[config.mk]
export PLATFORM = sky130hd
export DESIGN_NAME = qdma_stm_axis_egress
export DESIGN_NICKNAME = d
export VERILOG_FILES = /design/src/rtl/qdma_stm_pkg.sv /design/src/rtl/qdma_axis_skid.sv /design/src/rtl/qdma_stm_axis_egress.sv
export SDC_FILE = /design/constraint.sdc
export NUM_CORES = 1
export LEC_CHECK = 0
export ABC_CLOCK_PERIOD_IN_PS = 3100
export BUFFER_PORTS_ARGS = -buffer_cell sky130_fd_sc_hd__buf_4
export CAP_MARGIN = 5
export CORE_UTILIZATION = 50
export CTS_CLUSTER_SIZE = 20
export DETAILED_ROUTE_END_ITERATION = 6
export PLACE_DENSITY_LB_ADDON = 0.05
export SYNTH_ARGS = -nofsm -noshare
export SYNTH_HDL_FRONTEND = slang
export SYNTH_HIERARCHICAL = 1
export SYNTH_SLANG_ARGS = --single-unit
[constraint.sdc]
create_clock -name clk -period 3.1 [get_ports clk]
set_clock_uncertainty 0.2 [all_clocks]
set_input_delay 0.31 -clock clk [delete_from_list [all_inputs] [get_ports clk]]
set_output_delay 0.31 -clock clk [all_outputs]
set_load 0.02 [all_outputs]
[src/rtl/qdma_stm_pkg.sv]
// Shared types for the QDMA stream egress path: packet FSM states and the
// per-packet status record reported once a packet leaves the block.
package qdma_stm_pkg;

    typedef enum logic [1:0] {
        ST_IDLE = 2'd0,
        ST_PKT  = 2'd1,
        ST_DROP = 2'd2
    } state_e;

    localparam int STAT_BEATS_W = 16;

    typedef struct packed {
        logic [STAT_BEATS_W-1:0] beats;
        logic                    trunc;
    } stat_t;

endpackage

[src/rtl/qdma_axis_skid.sv]
// Two-entry skid buffer with registered outputs and registered ready.
// Latency 1 cycle when empty; ready drops only once both entries are occupied.
module qdma_axis_skid #(
    parameter int W = 8
) (
    input  logic         clk,
    input  logic         rst_n,
    input  logic [W-1:0] in_dat_i,
    input  logic         in_vld_i,
    output logic         in_rdy_o,
    output logic [W-1:0] out_dat_o,
    output logic         out_vld_o,
    input  logic         out_rdy_i
);

    logic [W-1:0] main_q, main_d, skid_q, skid_d;
    logic         main_vld_q, main_vld_d, skid_vld_q, skid_vld_d;
    logic         rdy_q;
    logic         push, pop;

    assign push = in_vld_i && rdy_q;
    assign pop  = main_vld_q && out_rdy_i;

    always_comb begin
        main_d     = main_q;
        main_vld_d = main_vld_q;
        skid_d     = skid_q;
        skid_vld_d = skid_vld_q;
        if (!main_vld_q || pop) begin
            // Output slot frees up: the older skid entry must go first.
            if (skid_vld_q) begin
                main_d     = skid_q;
                main_vld_d = 1'b1;
                skid_d     = push ? in_dat_i : skid_q;
                skid_vld_d = push;
            end else begin
                main_d     = push ? in_dat_i : main_q;
                main_vld_d = push;
            end
        end else if (push) begin
            skid_d     = in_dat_i;
            skid_vld_d = 1'b1;
        end
    end

    always_ff @(posedge clk) begin
        if (!rst_n) begin
            main_q     <= '0;
            main_vld_q <= 1'b0;
            skid_q     <= '0;
            skid_vld_q <= 1'b0;
            rdy_q      <= 1'b0;
        end else begin
            main_q     <= main_d;
            main_vld_q <= main_vld_d;
            skid_q     <= skid_d;
            skid_vld_q <= skid_vld_d;
            rdy_q      <= !skid_vld_d;
        end
    end

    assign in_rdy_o  = rdy_q;
    assign out_dat_o = main_q;
    assign out_vld_o = main_vld_q;

endmodule

[src/rtl/qdma_stm_axis_egress.sv]
// Packet egress onto AXI-Stream: counts beats, truncates at MAX_BEATS and drops the tail.
// Latency 1 cycle through a 2-entry skid; ready follows skid space, forced high while dropping.
module qdma_stm_axis_egress
    import qdma_stm_pkg::*;
#(
    parameter int DATA_BITS = 128,
    parameter int SB_BITS   = 5,
    parameter int MAX_BEATS = 64,
    parameter int BCNT_BITS = $clog2(MAX_BEATS + 1)
) (
    input  logic                 clk,
    input  logic                 rst_n,
    input  logic [DATA_BITS-1:0] in_data,
    input  logic [SB_BITS-1:0]   in_sb,
    input  logic                 in_last,
    input  logic                 in_vld,
    output logic                 in_rdy,
    output logic [DATA_BITS-1:0] m_tdata,
    output logic [SB_BITS-1:0]   m_tuser,
    output logic                 m_tlast,
    output logic                 m_tvalid,
    input  logic                 m_tready,
    output logic                 stat_vld,
    output logic [BCNT_BITS-1:0] stat_beats,
    output logic                 stat_trunc,
    output logic [15:0]          pkt_cnt
);

    localparam int PW = DATA_BITS + SB_BITS + 1;

    state_e               state_q, state_d;
    logic [BCNT_BITS-1:0] cnt_q, cnt_d, cnt_inc;
    stat_t                stat_q, stat_d;
    logic                 stat_vld_q, emit;
    logic [15:0]          pkt_cnt_q;
    logic                 skid_rdy, acc, fwd, force_last;
    logic                 unused_stat_hi;

    assign in_rdy  = skid_rdy || (state_q == ST_DROP);
    assign acc     = in_vld && in_rdy;
    assign cnt_inc = cnt_q + BCNT_BITS'(1);

    always_comb begin
        state_d    = state_q;
        cnt_d      = cnt_q;
        stat_d     = stat_q;
        fwd        = 1'b0;
        force_last = 1'b0;
        emit       = 1'b0;
        case (state_q)
            ST_IDLE: begin
                if (acc) begin
                    fwd   = 1'b1;
                    cnt_d = BCNT_BITS'(1);
                    if (in_last) begin
                        emit   = 1'b1;
                        stat_d = '{beats: STAT_BEATS_W'(1), trunc: 1'b0};
                    end else begin
                        state_d = ST_PKT;
                    end
                end
            end
            ST_PKT: begin
                if (acc) begin
                    fwd   = 1'b1;
                    cnt_d = cnt_inc;
                    if (in_last) begin
                        emit    = 1'b1;
                        stat_d  = '{beats: STAT_BEATS_W'(cnt_inc), trunc: 1'b0};
                        state_d = ST_IDLE;
                    end else if (cnt_inc == BCNT_BITS'(MAX_BEATS)) begin
                        // Close the packet downstream and swallow the rest of it.
                        force_last = 1'b1;
                        emit       = 1'b1;
                        stat_d     = '{beats: STAT_BEATS_W'(cnt_inc), trunc: 1'b1};
                        state_d    = ST_DROP;
                    end
                end
            end
            ST_DROP: begin
                if (acc && in_last) begin
                    state_d = ST_IDLE;
                end
            end
            default: state_d = ST_IDLE;
        endcase
    end

    always_ff @(posedge clk) begin
        if (!rst_n) begin
            state_q    <= ST_IDLE;
            cnt_q      <= '0;
            stat_q     <= '0;
            stat_vld_q <= 1'b0;
            pkt_cnt_q  <= '0;
        end else begin
            state_q    <= state_d;
            cnt_q      <= cnt_d;
            stat_q     <= stat_d;
            stat_vld_q <= emit;
            if (emit && (pkt_cnt_q != 16'hFFFF)) begin
                pkt_cnt_q <= pkt_cnt_q + 16'd1;
            end
        end
    end

    qdma_axis_skid #(
        .W (PW)
    ) u_skid (
        .clk       (clk),
        .rst_n     (rst_n),
        .in_dat_i  ({in_last | force_last, in_sb, in_data}),
        .in_vld_i  (fwd),
        .in_rdy_o  (skid_rdy),
        .out_dat_o ({m_tlast, m_tuser, m_tdata}),
        .out_vld_o (m_tvalid),
        .out_rdy_i (m_tready)
    );

    // Beat counts never exceed BCNT_BITS, so the wider status field's top bits stay zero.
    assign unused_stat_hi = |(stat_q.beats >> BCNT_BITS);

    assign stat_vld   = stat_vld_q;
    assign stat_beats = stat_q.beats[BCNT_BITS-1:0];
    assign stat_trunc = stat_q.trunc;
    assign pkt_cnt    = pkt_cnt_q;

endmodule

==> metrics.csv <==
stage;metric;value;unit
outcome;status;finished, final reports clean;
clocking;htree_levels;2;
die;core_area;0.0268;mm^2
die;ios;299;
die;fp-row-count;60;
placement;placed_area;0.0160;mm^2
global_route;antenna_found_initial;3;
placement;gp_congestion;0.799;
setup_path;critPathTopFamily;simple AND/OR/NAND/NOR gates;
placement;place_inst;1944;
timing;fin_crit_sh;0.894;
synth;synth_nets;1556;
setup_path;critical_path_class;flip-flop to flip-flop;
final_layout;fillers;2089;
final_layout;syn_to_final_growth;35.9;%
synth;synth-seq-cells;305;
power_and_ir_drop;totalPowerFinal;9.28;mW
synth;async_flop_share;0;
global_route;grt_pass1_wl;56700;um
flow_run;maxCapViolations;0;
die;start_util;0.508;
final_layout;fin_area;0.0185;mm^2
placement;portBuffers;298;
timing;worst_slew_pin_slew;0.973;ns
detailed_routing;num_vias;11565;
power_and_ir_drop;power-per-cell-area;502;mW/mm^2
final_layout;utilization;0.690;
final_layout;stdcell_count;2143;
synth;synth_area_leaders;dfxtp_1 45%, mux2i_1 20%, o211a_1 9.9%, nand2_1 7.7%, nand3_1 5.3%;
global_route;overflow;0;
synth;synth_top_area_frac;0.449;
timing;grt_setup_unrepaired;no;
synth;synth_common_cells;305 x dfxtp_1, 280 x nand2_1, 275 x mux2i_1, 145 x nand3_1, 135 x o211a_1;
synth;synth_edf_count;0;
global_route;first_global_vias;11188;
synth;syn-cell-area;0.0136;mm^2
timing;finalHoldViolCount;0;
timing;period_needed;2.77;ns
synth;syn_avg_cell_area;9.61;um^2
die;die_h;167;um
setup_path;worstSetupEndpointType;flip-flop;
detailed_routing;drcViolationCount;0;
timing;setup_viol;0;
timing;fmax;0.361;GHz
die;die-area;0.0279;mm^2
setup_path;arrival;2.99;ns
detailed_routing;drt-vias-per-instance;5.40;
power_and_ir_drop;ir_drop;410;uV
clocking;cts_tree;built;
detailed_routing;wirelength;35300;um
hold_path;hold_class;primary input to flip-flop;
timing;holdWs;0.0152;ns
global_route;grt_util_all_layers;0.244;
timing;report.final.slew_viol_count;0;
final_layout;fin_nets;1916;
synth;syn_inst;1416;
timing;setup_total_negative_slack;0;ns
detailed_routing;dr.first_iter.drc_count;825;
detailed_routing;ant_nets;0;
clocking;cts.sink_count;305;
final_layout;drive_gt1_frac;0.215;
setup_path;required;3.32;ns
setup_path;crit_buf_inv;0;
clocking;root_buffer;clkbuf_16;
synth;dominantRegCellSynth;dfxtp_1;
die;die_x;167;um
synth;synth-warning-count;6;
setup_path;crit_chain;ha_1 -> nand2_1 -> or4_4 -> a211oi_4 -> nor2_2 -> or4_1 -> a21oi_1;
setup_path;cp_slowest_cell;or4_4;
timing;relSlewSlack;0.351;
clocking;path_clk_slew;0.06;ns
detailed_routing;routedWlPerCell;16.5;um
placement;hpwl;20500;um
detailed_routing;first_pass_iters;5;
synth;yosysMostFrequentCell;dfxtp_1;
power_and_ir_drop;leakagePower;8.49;nW
clocking;ctsResizeCount;0;
setup_path;start_kind;flip-flop;
clocking;cts_max_path_buffers;3;
clocking;cts_buffers;36;
setup_path;crit_path_max_incr_delay;0.55;ns
clocking;clock_latency;0.50;ns
synth;yosysSeqAreaShare;0.449;
placement;post-place-ws;0.328;ns
setup_path;cp_max_fo;13;
global_route;grt_max_degree;209;
synth;yosysTopAreaCell;dfxtp_1;
timing;worst_slack;0.327;ns
synth;yosysUniqueCellTypes;53;
## registers in the layout, summed over array words and instances, names as in the netlist
signal	cells
u_skid/skid_vld_q	1
pkt_cnt	16
stat_beats	7
u_skid/in_rdy_o	1
stat_vld	1
u_skid/skid_q	134
cnt_q	7
u_skid/out_vld_o	1
u_skid/out_dat_o	134
stat_trunc	1
state_q	2
## worst register-to-register path: stages, from the launching register on
cell	delay (ns)
dfxtp_1	0.45
ha_1	0.32
nand2_1	0.13
or4_4	0.55
a211oi_4	0.30
nor2_2	0.16
or4_1	0.43
a21oi_1	0.14
## routing by layer
layer  wire (um)  track usage  up-vias
li1            -            -     5728
met1       15600        0.309     5483
met2       16500        0.410      300
met3        2310       0.0580       54
met4         833       0.0769        0
met5           0            0        -
## report_power, final
part | internal, mW | switching (mW) | leakage [nW]
registers | 4.03 | 0.0644 | 2.48
logic | 0.508 | 0.513 | 5.43
clock network | 2.57 | 1.60 | 0.587
## final cells by class
class | count | area (um^2) | share of cell area
Multi-Input combinational cell | 975 | 6840 | 0.370
Sequential cell | 305 | 6110 | 0.330
Timing Repair Buffer | 451 | 3910 | 0.211
Clock buffer | 56 | 1130 | 0.0610
Tap cell | 341 | 427 | 0.0231
Clock inverter | 5 | 53.8 | 0.00291
Inverter | 7 | 26.3 | 0.00142
Antenna cell | 3 | 7.51 | 0.000406
## logic make-up (layout without fill, tap and decap cells)
family,Yosys count,in the layout,share of synthesized area
xor gates and xnor gates,10,10,0.00644
muxes,275,275,0.202
DFF,305,305,0.449
adders and majority gates,2,2,0.00184
other,0,3,0
buffers and inverters,136,519,0.0506
and+or+nand+nor,495,495,0.161
AOI/OAI and AO/OA,193,193,0.129
## worst paths after layout
check                                  startpoint                 to  slack [ns]  cells past startpoint
worst min register to register  u_skid/skid_q[21]  u_skid/skid_q[21]        0.25                      2
worst max register to register           cnt_q[0]        pkt_cnt[14]        0.33                      7
worst max-delay path                     cnt_q[0]        pkt_cnt[14]        0.33                      7
worst min-delay path                     m_tready  u_skid/skid_vld_q        0.02                      4
## layout by cell type, fill, tap and decap left out, types with 7 or more instances in the layout
cell type	n
dfxtp_1	304
a21oi_1	15
clkbuf_8	13
buf_4	301
clkbuf_16	37
nand2_1	280
nor2_1	29
buf_12	14
o21ai_0	8
nand3_1	145
mux2i_1	275
o211a_1	134
inv_1	7
dlygate4sd3_1	135
xor2_1	8
## timing repair
item | CTS | global route
hold buffers | 135 | 0
hold endpoints to repair | 262 | 0
buffers inserted | 0 | 0
setup endpoints to repair | 0 | 0
(Power assumes the default switching activity.)
